## src/rtl/alu_pkg.sv

```systemverilog
// Shared definitions for the ALU sequential divider:
// state encoding, default width and divide-by-zero result.
package alu_pkg;

    localparam int WIDTH_DEF = 8;

    typedef enum logic [1:0] {
        ST_IDLE = 2'd0,
        ST_RUN  = 2'd1,
        ST_FIX  = 2'd2,
        ST_DONE = 2'd3
    } state_t;

    localparam logic signed [WIDTH_DEF-1:0] DIV0_Q = '1;

endpackage

```

## src/rtl/alu_div8_if.sv

```systemverilog
// START/BUSY/DONE handshake and operand/result bus
// between the control unit and the divider.
interface alu_div8_if
    import alu_pkg::*;
    #(parameter int WIDTH = WIDTH_DEF);

    logic             START;
    logic [WIDTH-1:0] DATA1;
    logic [WIDTH-1:0] DATA2;
    logic [WIDTH-1:0] QUOTIENT;
    logic [WIDTH-1:0] REMAINDER;
    logic             BUSY;
    logic             DONE;
    logic             DIV_ZERO;

    modport master (
        output START, DATA1, DATA2,
        input  QUOTIENT, REMAINDER, BUSY, DONE, DIV_ZERO
    );

    modport slave (
        input  START, DATA1, DATA2,
        output QUOTIENT, REMAINDER, BUSY, DONE, DIV_ZERO
    );

endinterface

```

## src/rtl/alu_div8_div_step.sv

```systemverilog
// One restoring divide iteration: shift {rem, dvd} left,
// trial-subtract the divisor, shift in the quotient bit.
module div_step #(
    parameter int WIDTH = 8
) (
    input  logic [WIDTH:0]   rem,
    input  logic [WIDTH-1:0] dvd,
    input  logic [WIDTH-1:0] dvs,
    output logic [WIDTH:0]   rem_nx,
    output logic [WIDTH-1:0] dvd_nx
);

    logic [WIDTH+1:0] diff;
    logic             qbit;

    assign diff   = {rem, dvd[WIDTH-1]} - {2'b00, dvs};
    assign qbit   = ~diff[WIDTH+1];
    assign rem_nx = qbit ? diff[WIDTH:0]
                         : {rem[WIDTH-1:0], dvd[WIDTH-1]};
    assign dvd_nx = {dvd[WIDTH-2:0], qbit};

endmodule

```

## src/rtl/alu_div8.sv

```systemverilog
// Signed restoring divider, one quotient bit per clock,
// with sign fix-up and divide-by-zero handling.
module alu_div8
    import alu_pkg::*;
    #(parameter int WIDTH = WIDTH_DEF)
(
    input  logic        CLK,
    input  logic        RESET,
    alu_div8_if.slave   bus
);

    localparam int CW = $clog2(WIDTH) + 1;

    state_t           state;
    state_t           state_nx;
    logic             accept;
    logic             last;
    logic             busy;
    logic             done;

    logic             sa;
    logic             sb;
    logic             dz;
    logic [WIDTH-1:0] dvd;
    logic [WIDTH-1:0] dvs;
    logic [WIDTH:0]   rem;
    logic [CW-1:0]    cnt;
    logic [WIDTH:0]   rem_nx;
    logic [WIDTH-1:0] dvd_nx;

    logic [WIDTH-1:0] q_r;
    logic [WIDTH-1:0] r_r;
    logic             dz_r;

    assign accept = bus.START &&
                    (state == ST_IDLE || state == ST_DONE);
    assign last   = (cnt == CW'(WIDTH - 1));

    div_step #(.WIDTH(WIDTH)) u_step (
        .rem    (rem),
        .dvd    (dvd),
        .dvs    (dvs),
        .rem_nx (rem_nx),
        .dvd_nx (dvd_nx)
    );

    always_ff @(posedge CLK or posedge RESET) begin
        if (RESET) state <= ST_IDLE;
        else       state <= state_nx;
    end

    always_comb begin
        state_nx = state;
        unique case (state)
            ST_IDLE, ST_DONE: begin
                if (accept)
                    state_nx = (bus.DATA2 == '0) ? ST_FIX : ST_RUN;
                else
                    state_nx = ST_IDLE;
            end
            ST_RUN:  if (last) state_nx = ST_FIX;
            ST_FIX:  state_nx = ST_DONE;
        endcase
    end

    always_comb begin
        busy = 1'b0;
        done = 1'b0;
        unique case (1'b1)
            (state == ST_RUN),
            (state == ST_FIX):  busy = 1'b1;
            (state == ST_DONE): done = 1'b1;
            default: ;
        endcase
    end

    // Operands are held as magnitudes; dvd collects quotient bits.
    always_ff @(posedge CLK or posedge RESET) begin
        if (RESET) begin
            sa   <= 1'b0;
            sb   <= 1'b0;
            dz   <= 1'b0;
            dvd  <= '0;
            dvs  <= '0;
            rem  <= '0;
            cnt  <= '0;
        end else if (accept) begin
            sa   <= bus.DATA1[WIDTH-1];
            sb   <= bus.DATA2[WIDTH-1];
            dz   <= (bus.DATA2 == '0);
            dvd  <= bus.DATA1[WIDTH-1] ? -bus.DATA1 : bus.DATA1;
            dvs  <= bus.DATA2[WIDTH-1] ? -bus.DATA2 : bus.DATA2;
            rem  <= '0;
            cnt  <= '0;
        end else if (state == ST_RUN) begin
            rem  <= rem_nx;
            dvd  <= dvd_nx;
            cnt  <= cnt + 1'b1;
        end
    end

    always_ff @(posedge CLK or posedge RESET) begin
        if (RESET) begin
            q_r  <= '0;
            r_r  <= '0;
            dz_r <= 1'b0;
        end else if (state == ST_FIX) begin
            dz_r <= dz;
            if (dz) begin
                q_r <= WIDTH'(DIV0_Q);
                r_r <= sa ? -dvd : dvd;
            end else begin
                q_r <= (sa ^ sb) ? -dvd : dvd;
                r_r <= sa ? -rem[WIDTH-1:0] : rem[WIDTH-1:0];
            end
        end
    end

    assign bus.QUOTIENT  = q_r;
    assign bus.REMAINDER = r_r;
    assign bus.DIV_ZERO  = dz_r;
    assign bus.BUSY      = busy;
    assign bus.DONE      = done;

endmodule

```

## src/flat_wrapper.sv

```systemverilog
// flat-port wrapper written by rule: the top's interface ports become plain ports
module alu_div8_flat import alu_pkg::*;
#(parameter int WIDTH = WIDTH_DEF)
  (CLK, RESET, bus_START, bus_DATA1, bus_DATA2, bus_QUOTIENT, bus_REMAINDER, bus_BUSY, bus_DONE, bus_DIV_ZERO);
  alu_div8_if #(.WIDTH(WIDTH)) bus_i ();
  input  logic CLK;
  input  logic RESET;
  input wire logic [$bits(bus_i.START)-1:0] bus_START;
  input wire logic [$bits(bus_i.DATA1)-1:0] bus_DATA1;
  input wire logic [$bits(bus_i.DATA2)-1:0] bus_DATA2;
  output wire logic [$bits(bus_i.QUOTIENT)-1:0] bus_QUOTIENT;
  output wire logic [$bits(bus_i.REMAINDER)-1:0] bus_REMAINDER;
  output wire logic [$bits(bus_i.BUSY)-1:0] bus_BUSY;
  output wire logic [$bits(bus_i.DONE)-1:0] bus_DONE;
  output wire logic [$bits(bus_i.DIV_ZERO)-1:0] bus_DIV_ZERO;
  assign bus_i.START = bus_START;
  assign bus_i.DATA1 = bus_DATA1;
  assign bus_i.DATA2 = bus_DATA2;
  assign bus_QUOTIENT = bus_i.QUOTIENT;
  assign bus_REMAINDER = bus_i.REMAINDER;
  assign bus_BUSY = bus_i.BUSY;
  assign bus_DONE = bus_i.DONE;
  assign bus_DIV_ZERO = bus_i.DIV_ZERO;
  alu_div8 #(.WIDTH(WIDTH)) u_core (.CLK(CLK), .RESET(RESET), .bus(bus_i));
endmodule
```

## config.mk

```make
export PLATFORM = sky130hd
export DESIGN_NAME = alu_div8_flat
export DESIGN_NICKNAME = d
export VERILOG_FILES = /design/src/rtl/alu_pkg.sv /design/src/rtl/alu_div8_if.sv /design/src/rtl/alu_div8_div_step.sv /design/src/rtl/alu_div8.sv /design/src/flat_wrapper.sv
export SDC_FILE = /design/constraint.sdc
export NUM_CORES = 1
export LEC_CHECK = 0
export BUFFER_PORTS_ARGS = -buffer_cell sky130_fd_sc_hd__buf_2
export CELL_PAD_IN_SITES_DETAIL_PLACEMENT = 1
export CELL_PAD_IN_SITES_GLOBAL_PLACEMENT = 1
export CORE_AREA = 3 3 89 91
export DETAILED_ROUTE_END_ITERATION = 10
export DIE_AREA = 0 0 92 94
export PLACE_DENSITY = 0.93
export SYNTH_ARGS = -nofsm -noshare
export SYNTH_HDL_FRONTEND = slang
export SYNTH_SLANG_ARGS = --single-unit
```

## constraint.sdc

```tcl
create_clock -name CLK -period 7.7 [get_ports CLK]
set_clock_uncertainty 0.2 [all_clocks]
set_input_delay 0.77 -clock CLK [delete_from_list [all_inputs] [get_ports CLK]]
set_output_delay 0.77 -clock CLK [all_outputs]
set_load 0.01 [all_outputs]
```

### Word level (Yosys, flattened, before mapping)

Index checks and enable logic that the tools add are counted.

| operators by class | value |
|---|---|
| add/sub/neg operators | 6 |
| multiply operators | 0 |
| divide/modulo/power cells | 0 |
| magnitude comparators | 0 |
| equal/unequal tests | 5 |
| shift-type cells | 0 |
| muxes and demuxes | 20 |
| bitwise gates (word level) | 2 |
| reduce and logical (&&, ||, !) cells | 7 |

Operators by type and width:

| kind | count |
|---|---|
| $mux 8 | 9 |
| $neg 8->8 | 4 |
| $mux 9 | 3 |
| $sub 10x8->10 | 1 |
| $logic_not 8->1 | 1 |
| $mux 4 | 2 |
| $mux 2 | 3 |
| $pmux 2 s3 | 1 |
| $add 4x1->4 const B | 1 |
| $eq 2x2->1 const B | 2 |
| $eq 4x3->1 const B | 1 |
| $reduce_or 2->1 | 2 |
| $eq 2x1->1 const B | 1 |
| $logic_not 2->1 | 1 |
| $mux 1 | 2 |
| $ne 2x1->1 const B | 1 |
| $reduce_bool 2->1 | 1 |
| $logic_and 1x1->1 | 1 |
| $logic_or 1x1->1 | 1 |
| $not 1->1 | 1 |
| $xor 1x1->1 | 1 |

| storage, ports and cells | value |
|---|---|
| flip-flop bits (word level) | 51 |
| bits in latches | 0 |
| memory bits (writable) | 0 |
| memory bits (read-only) | 0 |
| output and inout bits | 19 |
| word-level logic and storage cells | 51 |
| memories kept | 0 |

### Logic depth before layout (Yosys ltp)

Gate-level depths: netlist of the first run.

| depth | value |
|---|---|
| word-level depth | 5 |
| depth in mapped cells | 9 |

### By module

A second synthesis of the first run with hierarchy kept.

| second synthesis, totals | value |
|---|---|
| cell total of the unflattened synthesis | 381 |
| area total of the unflattened synthesis | 3,457.1 µm² |

By module, submodules not included:

| module | instances | cells an instance | area each (µm²) |
|---|---|---|---|
| alu_div8 | 1 | 301 | 2,831.5 |
| div_step | 1 | 80 | 625.6 |

### Least setup slack after synthesis of the first run

No wires, ideal clock.

| timing | value |
|---|---|
| path type | reg2reg |
| start | register u_core.rem[5] |
| end | register u_core.rem[7] |
| setup time | 96 ps |
| arrival | 2,183 ps |
| path slack | 5,221 ps |
| cell stages (with the launch flop) | 7 |
| period minus slack after synthesis | 2,479 ps |
| cell sequence | dfrtp_1 ha_1 a21oi_1 o221ai_2 o21a_2 or4b_1 a311oi_2 |

| on the way | value |
|---|---|
| cells in the longest elaborated chain, start to end | 4 |

Ends and longest elaborated chain:

| item | RTL line | text |
|---|---|---|
| start, declared | alu_div8.sv:26 | `logic [WIDTH:0] rem;` |
| start signal, assigned | alu_div8.sv:96 | `rem <= rem_nx;` |
| $sub 10x8->10 | alu_div8_div_step.sv:16 | `assign diff = {rem, dvd[WIDTH-1]} - {2'b00, dvs};` |
| $mux 9 | alu_div8_div_step.sv:18 | `assign rem_nx = qbit ? diff[WIDTH:0]` |
| $mux 9 | alu_div8.sv:95 | `end else if (state == ST_RUN) begin` |
| $mux 9 | alu_div8.sv:87 | `end else if (accept) begin` |

Every way passes these cells. The select of a mux whose other input is x is not followed.
A chain may end at the register's enable or synchronous reset.

### Final worst setup path of the first run

Same ends and word-level chain as after synthesis.

==> results.py, run 1 <==
metrics = {
    "final_layout": {
        "layout_common_cells": "dfrtp_1 (51), o21ai_0 (42), buf_2 (37)",
        "regArea_mm2": 0.001276,
        "multi_input_area_mm2": 0.002013,
        "drive_gt1_share_pct": 16.35,
        "synthToLayoutAreaGrowth_pct": 8.555,
        "final_common_cell": "dfrtp_1",
        "layout.cells.non_filler": 521,
        "nets": 457,
        "design_area_mm2": 0.003826,
        "n_fill_cell": 904,
        "n_antenna_cell": 0,
    },
    "yosys": {
        "syn_inst": 400,
        "netlist_area_mm2": 0.003525,
        "synth_cell_type_count": 56,
        "synth_flop_cell": "dfrtp_1",
        "synth.avg_cell_area_um2": 8.812,
        "ys_warn_count": 0,
        "async_flop_share_pct": 100.0,
        "ys_ff_latch": 51,
        "ys_seq_area_share_pct": 36.21,
        "synth_enable_flop_cells": 0,
        "syn-num-nets": 436,
    },
    "clock_network": {
        "cts_resized": 0,
        "post_cts_buffers": 0,
        "clk_latency_ps": 320,
        "cts_tree": "done",
        "cts.clk_slew.worst_paths_ps": 100,
        "clockRootBuffer": "clkbuf_8",
        "cts_max_level": 2,
        "clock-sinks": 51,
        "cts_buffer_depth": 2,
        "cts-buffers-inserted": 5,
        "hold_buffers": 0,
    },
    "critical_path": {
        "path_class": "reg -> reg",
        "cp_data_arrival_time_ps": 2770,
        "critPathMaxFanout": 10,
        "crit_slowest_cell": "or4b_1",
        "critPathLaunch": "u_core.rem[5]",
        "cp-start-kind": "register",
        "r2r-start": "u_core.rem[5]",
        "cp.required_ps": 7720,
        "max_stage_delay_ps": 560,
        "crit_chain": "ha_1 -> a21oi_1 -> o221ai_2 -> o21a_2 -> or4b_1 -> a311oi_2",
        "end_kind": "register",
    },
    "power_and_ir_drop": {
        "powerDensity_mw_per_mm2": 471.6,
        "power_w": 0.001805,
        "power_leakage_nw": 1.667,
        "ir_worst_vdd_uv": 209.1,
    },
    "routing": {
        "routed_via_density": 5.925,
        "drc": 0,
        "drtIter0Drc": 243,
        "drt-total-wl_um": 9611,
        "vias": 3087,
        "drt.antenna.violating_nets": 0,
        "dr.pass1.iters": 4,
        "wl_per_cell_um": 18.45,
    },
    "global_route": {
        "grt_pass1_wl_um": 15970,
        "grt_max_degree": 52,
        "grt_overflow": 0,
        "antenna_found_initial": 0,
        "grt_use_total_pct": 23.35,
        "grt_pass1_vias": 3235,
    },
    "sta": {
        "finalSetupTns_ps": 0,
        "slew_headroom_pct": 25.72,
        "setup_viol": 0,
        "period_minus_slack_ps": 2748,
        "slew_viol_final": 0,
        "grt_setup_unrepaired": "false",
        "finalHoldViolCount": 0,
        "max_freq_ghz": 0.3640,
        "worst_slack_ps": 4952,
        "worstMarginPinSlew_ps": 1114,
        "finalCritPeriodShare_pct": 35.68,
    },
    "placed_design": {
        "globalplace.congestion": 0.9322,
        "dp_hpwl_um": 6829,
        "portBuffers": 37,
        "postPlaceCellArea_mm2": 0.003722,
        "place_ws_ps": 5000,
        "dp_cells": 513,
    },
    "hold_path": {
        "hp-class": "reg -> reg",
        "hold_path_startpoint": "u_core.dvs[6]",
    },
    "die": {
        "die_w_um": 92,
        "design.core.area_mm2": 0.007214,
        "rows": 31,
        "start_util_pct": 48.86,
        "die_h_um": 94,
        "dieArea_mm2": 0.008648,
        "ios": 38,
    },
    "run_status": {
        "status": "complete, no violations",
    },
    "job": {
        "drv_cap": 0,
    },
}
path summary, 6_finish.rpt:
kind	to	slack (ps)	cells past startpoint
worst min register to register	u_core.dvs[6]	300	2
worst max-delay path	u_core.rem[7]	4950	6
worst max register to register	u_core.rem[7]	4950	6
min in group asynchronous	u_core.rem[8]	510	2
worst min-delay path	u_core.dvs[6]	300	2
max in group asynchronous	u_core.rem[0]	6090	2
registers in the layout, summed over array words and instances (netlist names):
signal and count:
u_core.sa 1, u_core.state 2, u_core.bus.DIV_ZERO 1, u_core.cnt 4, u_core.bus.QUOTIENT 8, u_core.rem 9, u_core.dvd 8, u_core.bus.REMAINDER 8
u_core.sb 1, u_core.dz 1, u_core.dvs 8
critical path, delay by kind of cell (launching register included):
kind	cells	cell delay [ps]
flip-flops	1	480
AO/OA/AOI/OAI	4	990
adder cells (fa/ha/maj)	1	430
AND/OR/NAND/NOR	1	560
metal layers:
layer  share of wire [%]  vias to the layer above  GRT usage [%]
met1                  43                     1543          29.26
met4                 1.9                        0          8.168
met5                   0                        -              0
met2                  52                       71          41.55
met3                 3.6                       14          2.804
li1                    -                     1459              -
power by group:
group          total (W)  switching [W]  internal (W)
combinational    0.00109       0.000654      0.000436
sequential      0.000534       0.000148      0.000386
clock           0.000180      0.0000981     0.0000821
total            0.00180       0.000900      0.000905
Yosys cell counts (2+ instances only):
master,count,area [µm²]
nand4_1,4,25.02
o41ai_1,4,35.03
nand2b_1,5,31.28
a211oi_1,6,45.04
nor3b_1,5,37.54
a21o_1,3,22.52
nor3_1,8,40.04
nand2_1,33,123.9
xnor2_1,15,131.4
or4b_2,2,20.02
mux2i_1,10,100.1
xor2_1,12,105.1
or3_1,3,18.77
o32ai_1,2,17.52
o211ai_1,3,22.52
nor2_1,34,127.6
or4b_1,2,20.02
clkbuf_1,19,71.32
o21ai_0,42,210.2
buf_6,4,45.04
buf_2,2,10.01
o2111ai_1,3,26.28
o311ai_0,3,26.28
dfrtp_1,51,1276
o31ai_1,8,60.06
a21oi_1,23,115.1
a31oi_1,7,43.79
o211a_1,2,20.02
mux4_2,2,45.04
mux2_2,5,56.30
nor2b_1,5,31.28
ha_1,16,200.2
nand3_1,5,25.02
inv_1,29,108.9
or3_2,2,15.01
cell families after synthesis:
logic type                 synth area share (%)
muxes                                     5.715
DFF                                       36.21
AOI/OAI and AO/OA                         21.51
and+or+nand+nor                           16.93
buffers and inverters                     6.674
xor gates and xnor gates                  6.709
adders and majority gates                 6.248
metrics by stage:
step,hold slack (ps),util (%)
after global routing,320.8,53.04
after detailed placement,279.5,51.60
after floorplan,249.8,-
after global placement,263.9,51.60
after CTS,302.0,53.04
final,297.7,53.04
final cells by class:
class | instances | area share, %
clock buffers | 7 | 2.518
multi-input cells | 295 | 52.62
inverters | 29 | 2.845
flip-flops and latches | 51 | 33.36
repair buffers | 39 | 5.232
well taps | 99 | 3.237
clock inverters | 1 | 0.1962
Note: power is estimated with default switching activity, not from simulation.
==> run 2, diff against run 1 <==
- CORE_AREA: 3 3 89 91 -> 3 3 93 95
- DIE_AREA: 0 0 92 94 -> 0 0 96 98
- PLACE_DENSITY: 0.93 -> 0.87
- clock period: 7.7 -> 2.6 ns (I/O delays scaled with it)
==> run 2 against run 1 <==
  * First-iteration DRC count shrank 14%
  * Register-to-register slack lost 4900 ps
  * Die area grew 8.8%
  * Sequential share of layout area shrank 2.4 points
  * Fmax grew 7.9%
  * Sequential cell count is the same
  * Combinational power grew to 3.5 times the previous value
  * Global-route usage shrank 1.3 points
  * Final area grew 7.8%
  * Cell count grew 5.2%
  * Critical path depth grew 1
==> results.py, run 2 (same netlist as run 1, synthesis figures left out) <==
metrics = {
    "routing": {
        "drt-total-wl_um": 9999,
        "drc": 0,
        "vias": 3198,
        "wl_per_cell_um": 18.25,
        "routed_via_density": 5.836,
        "dr.pass1.iters": 4,
        "drtIter0Drc": 210,
        "drt.antenna.violating_nets": 0,
    },
    "critical_path": {
        "worstSetupPathDepth": 7,
        "critPathMaxFanout": 7,
        "path_class": "reg -> reg",
        "path_buf_inv": 1,
        "rr_worst_depth": 7,
        "cp_data_arrival_time_ps": 2570,
        "crit_slowest_cell": "or4b_1",
        "crit_chain": "ha_1 -> buf_4 -> nand2_1 -> a211oi_1 -> nor3_1 -> or4b_1 -> a311oi_2",
        "max_stage_delay_ps": 520,
        "cp_top_family": "simple AND/OR/NAND/NOR gates",
        "cp-start-kind": "register",
        "end_kind": "register",
        "cp.required_ps": 2630,
    },
    "final_layout": {
        "regMostFlops": "u_core.rem",
        "largest_reg_flops": 9,
        "synthToLayoutAreaGrowth_pct": 17.00,
        "design_area_mm2": 0.004124,
        "n_fill_cell": 940,
        "nets": 481,
        "layout_common_cells": "dfrtp_1 (50), o21ai_0 (42), buf_2 (37)",
        "final_common_cell": "dfrtp_1",
        "n_antenna_cell": 0,
        "drive_gt1_share_pct": 23.32,
    },
    "global_route": {
        "grt_max_degree": 52,
        "use_met3_pct": 3.236,
        "grt_use_total_pct": 22.03,
        "busiest_layer": "met2",
        "grt_overflow": 0,
        "use_met2_pct": 37.28,
        "grt_pass1_wl_um": 16420,
        "antenna_found_initial": 0,
        "gr-usage-met1_pct": 28.47,
        "grt_pass1_vias": 3303,
    },
    "sta": {
        "worstMarginPinSlew_ps": 789.5,
        "finalHoldViolCount": 0,
        "slew_viol_final": 0,
        "period_minus_slack_ps": 2546,
        "slew_headroom_pct": 47.36,
        "max_freq_ghz": 0.3927,
        "grt_setup_unrepaired": "true",
        "holdWs_ps": 33.75,
        "finalCritPeriodShare_pct": 97.94,
        "setup_viol": 0,
        "finalSetupTns_ps": 0,
    },
    "die": {
        "rows": 32,
        "start_util_pct": 45.14,
        "die_w_um": 96,
        "die_h_um": 98,
        "ios": 38,
        "dieArea_mm2": 0.009408,
        "design.core.area_mm2": 0.007807,
    },
    "clock_network": {
        "cts-buffers-inserted": 5,
        "clk_latency_ps": 310,
        "cts_buffer_depth": 2,
        "clock-sinks": 51,
        "clockRootBuffer": "clkbuf_8",
        "cts_max_level": 2,
        "cts.clk_slew.worst_paths_ps": 100,
        "cts_tree": "done",
    },
    "placed_design": {
        "portBuffers": 37,
        "postPlaceCellArea_mm2": 0.003896,
        "dp_hpwl_um": 7127,
        "globalplace.congestion": 0.8539,
    },
    "hold_path": {
        "hp-class": "in -> reg",
        "hold_depth": 3,
    },
    "run_status": {
        "status": "complete, no violations",
    },
    "power_and_ir_drop": {
        "powerDensity_mw_per_mm2": 1426,
        "power_leakage_nw": 1.801,
        "ir_worst_vdd_uv": 575.0,
    },
    "job": {
        "drv_cap": 0,
    },
}
[run 2: changes by cell type in the layout (fill, tap and decap cells not counted), sizes merged]
cell         before  now
buf              39   62
clkinvlp          1    0
dlygate4sd3       0    1
bufinv            0    1
clkinv            0    1
clkbuf            7    5
inv              29   30
[run 2: area by class of cell]
cell class | instances | area [µm²] | area share (%)
clock buffer | 5 | 68.82 | 1.669
multi-input combinational | 295 | 2098 | 50.88
clock inverter | 3 | 47.55 | 1.153
tap | 102 | 127.6 | 3.095
timing repair buffer | 63 | 395.4 | 9.587
inverter | 29 | 108.9 | 2.640
sequential | 51 | 1277 | 30.98
[run 2: worst min-delay path: cells and delay by family]
family | cells | cell delay [ps]
buffers and inverters | 1 | 120
AOI/OAI and AO/OA | 1 | 70
and+or+nand+nor | 1 | 60
[run 2: stage by stage]
step	setup WS, ps	total power [W]	std cells	utilization [%]
after global routing	-40.49	0.006356	548	52.82
after floorplan	121.1	0.003926	400	-
after detailed placement	2.228	0.004980	537	49.90
final	53.51	0.005882	548	52.82
after CTS	9.299	0.005688	547	51.88
after global placement	138.6	0.004750	537	49.90
[run 2: path summary, 6_finish.rpt]
check | startpoint | endpoint | slack, ps
worst max-delay path | u_core.rem[4] | u_core.rem[7] | 50
worst min-delay path | bus_START | u_core.state[1] | 30
worst min register to register | u_core.dvs[2] | u_core.dvs[2] | 300
worst max register to register | u_core.rem[4] | u_core.rem[7] | 50
min in group asynchronous | RESET | u_core.rem[5] | 310
max in group asynchronous | RESET | u_core.rem[8] | 1620
[run 2: per-layer routing]
| layer | vias to the layer above | part of all wire (%) |
|---|---|---|
| li1 | 1518 | - |
| met1 | 1596 | 45 |
| met2 | 68 | 51 |
| met3 | 16 | 3.0 |
| met4 | 0 | 1.8 |
| met5 | - | 0 |
[run 2: what timing repair did]
| item | CTS | global route |
|---|---|---|
| gates cloned | 0 | 0 |
| setup buffers | 1 | 1 |
| endpoints found under the hold margin | 51 | 0 |
| resized for setup | 4 | 14 |
| pin swaps | 1 | 5 |
| hold buffers | 1 | 0 |
| setup endpoints to repair | 1 | 6 |
[run 2: where the power goes]
part / internal [W] / leakage, nW / total (W) / switching, W
sequential: 0.00115 / 0.628 / 0.00149 / 0.000341
clock: 0.000292 / 0.0587 / 0.000588 / 0.000296
combinational: 0.00161 / 1.11 / 0.00381 / 0.00219
total: 0.00305 / 1.80 / 0.00588 / 0.00283
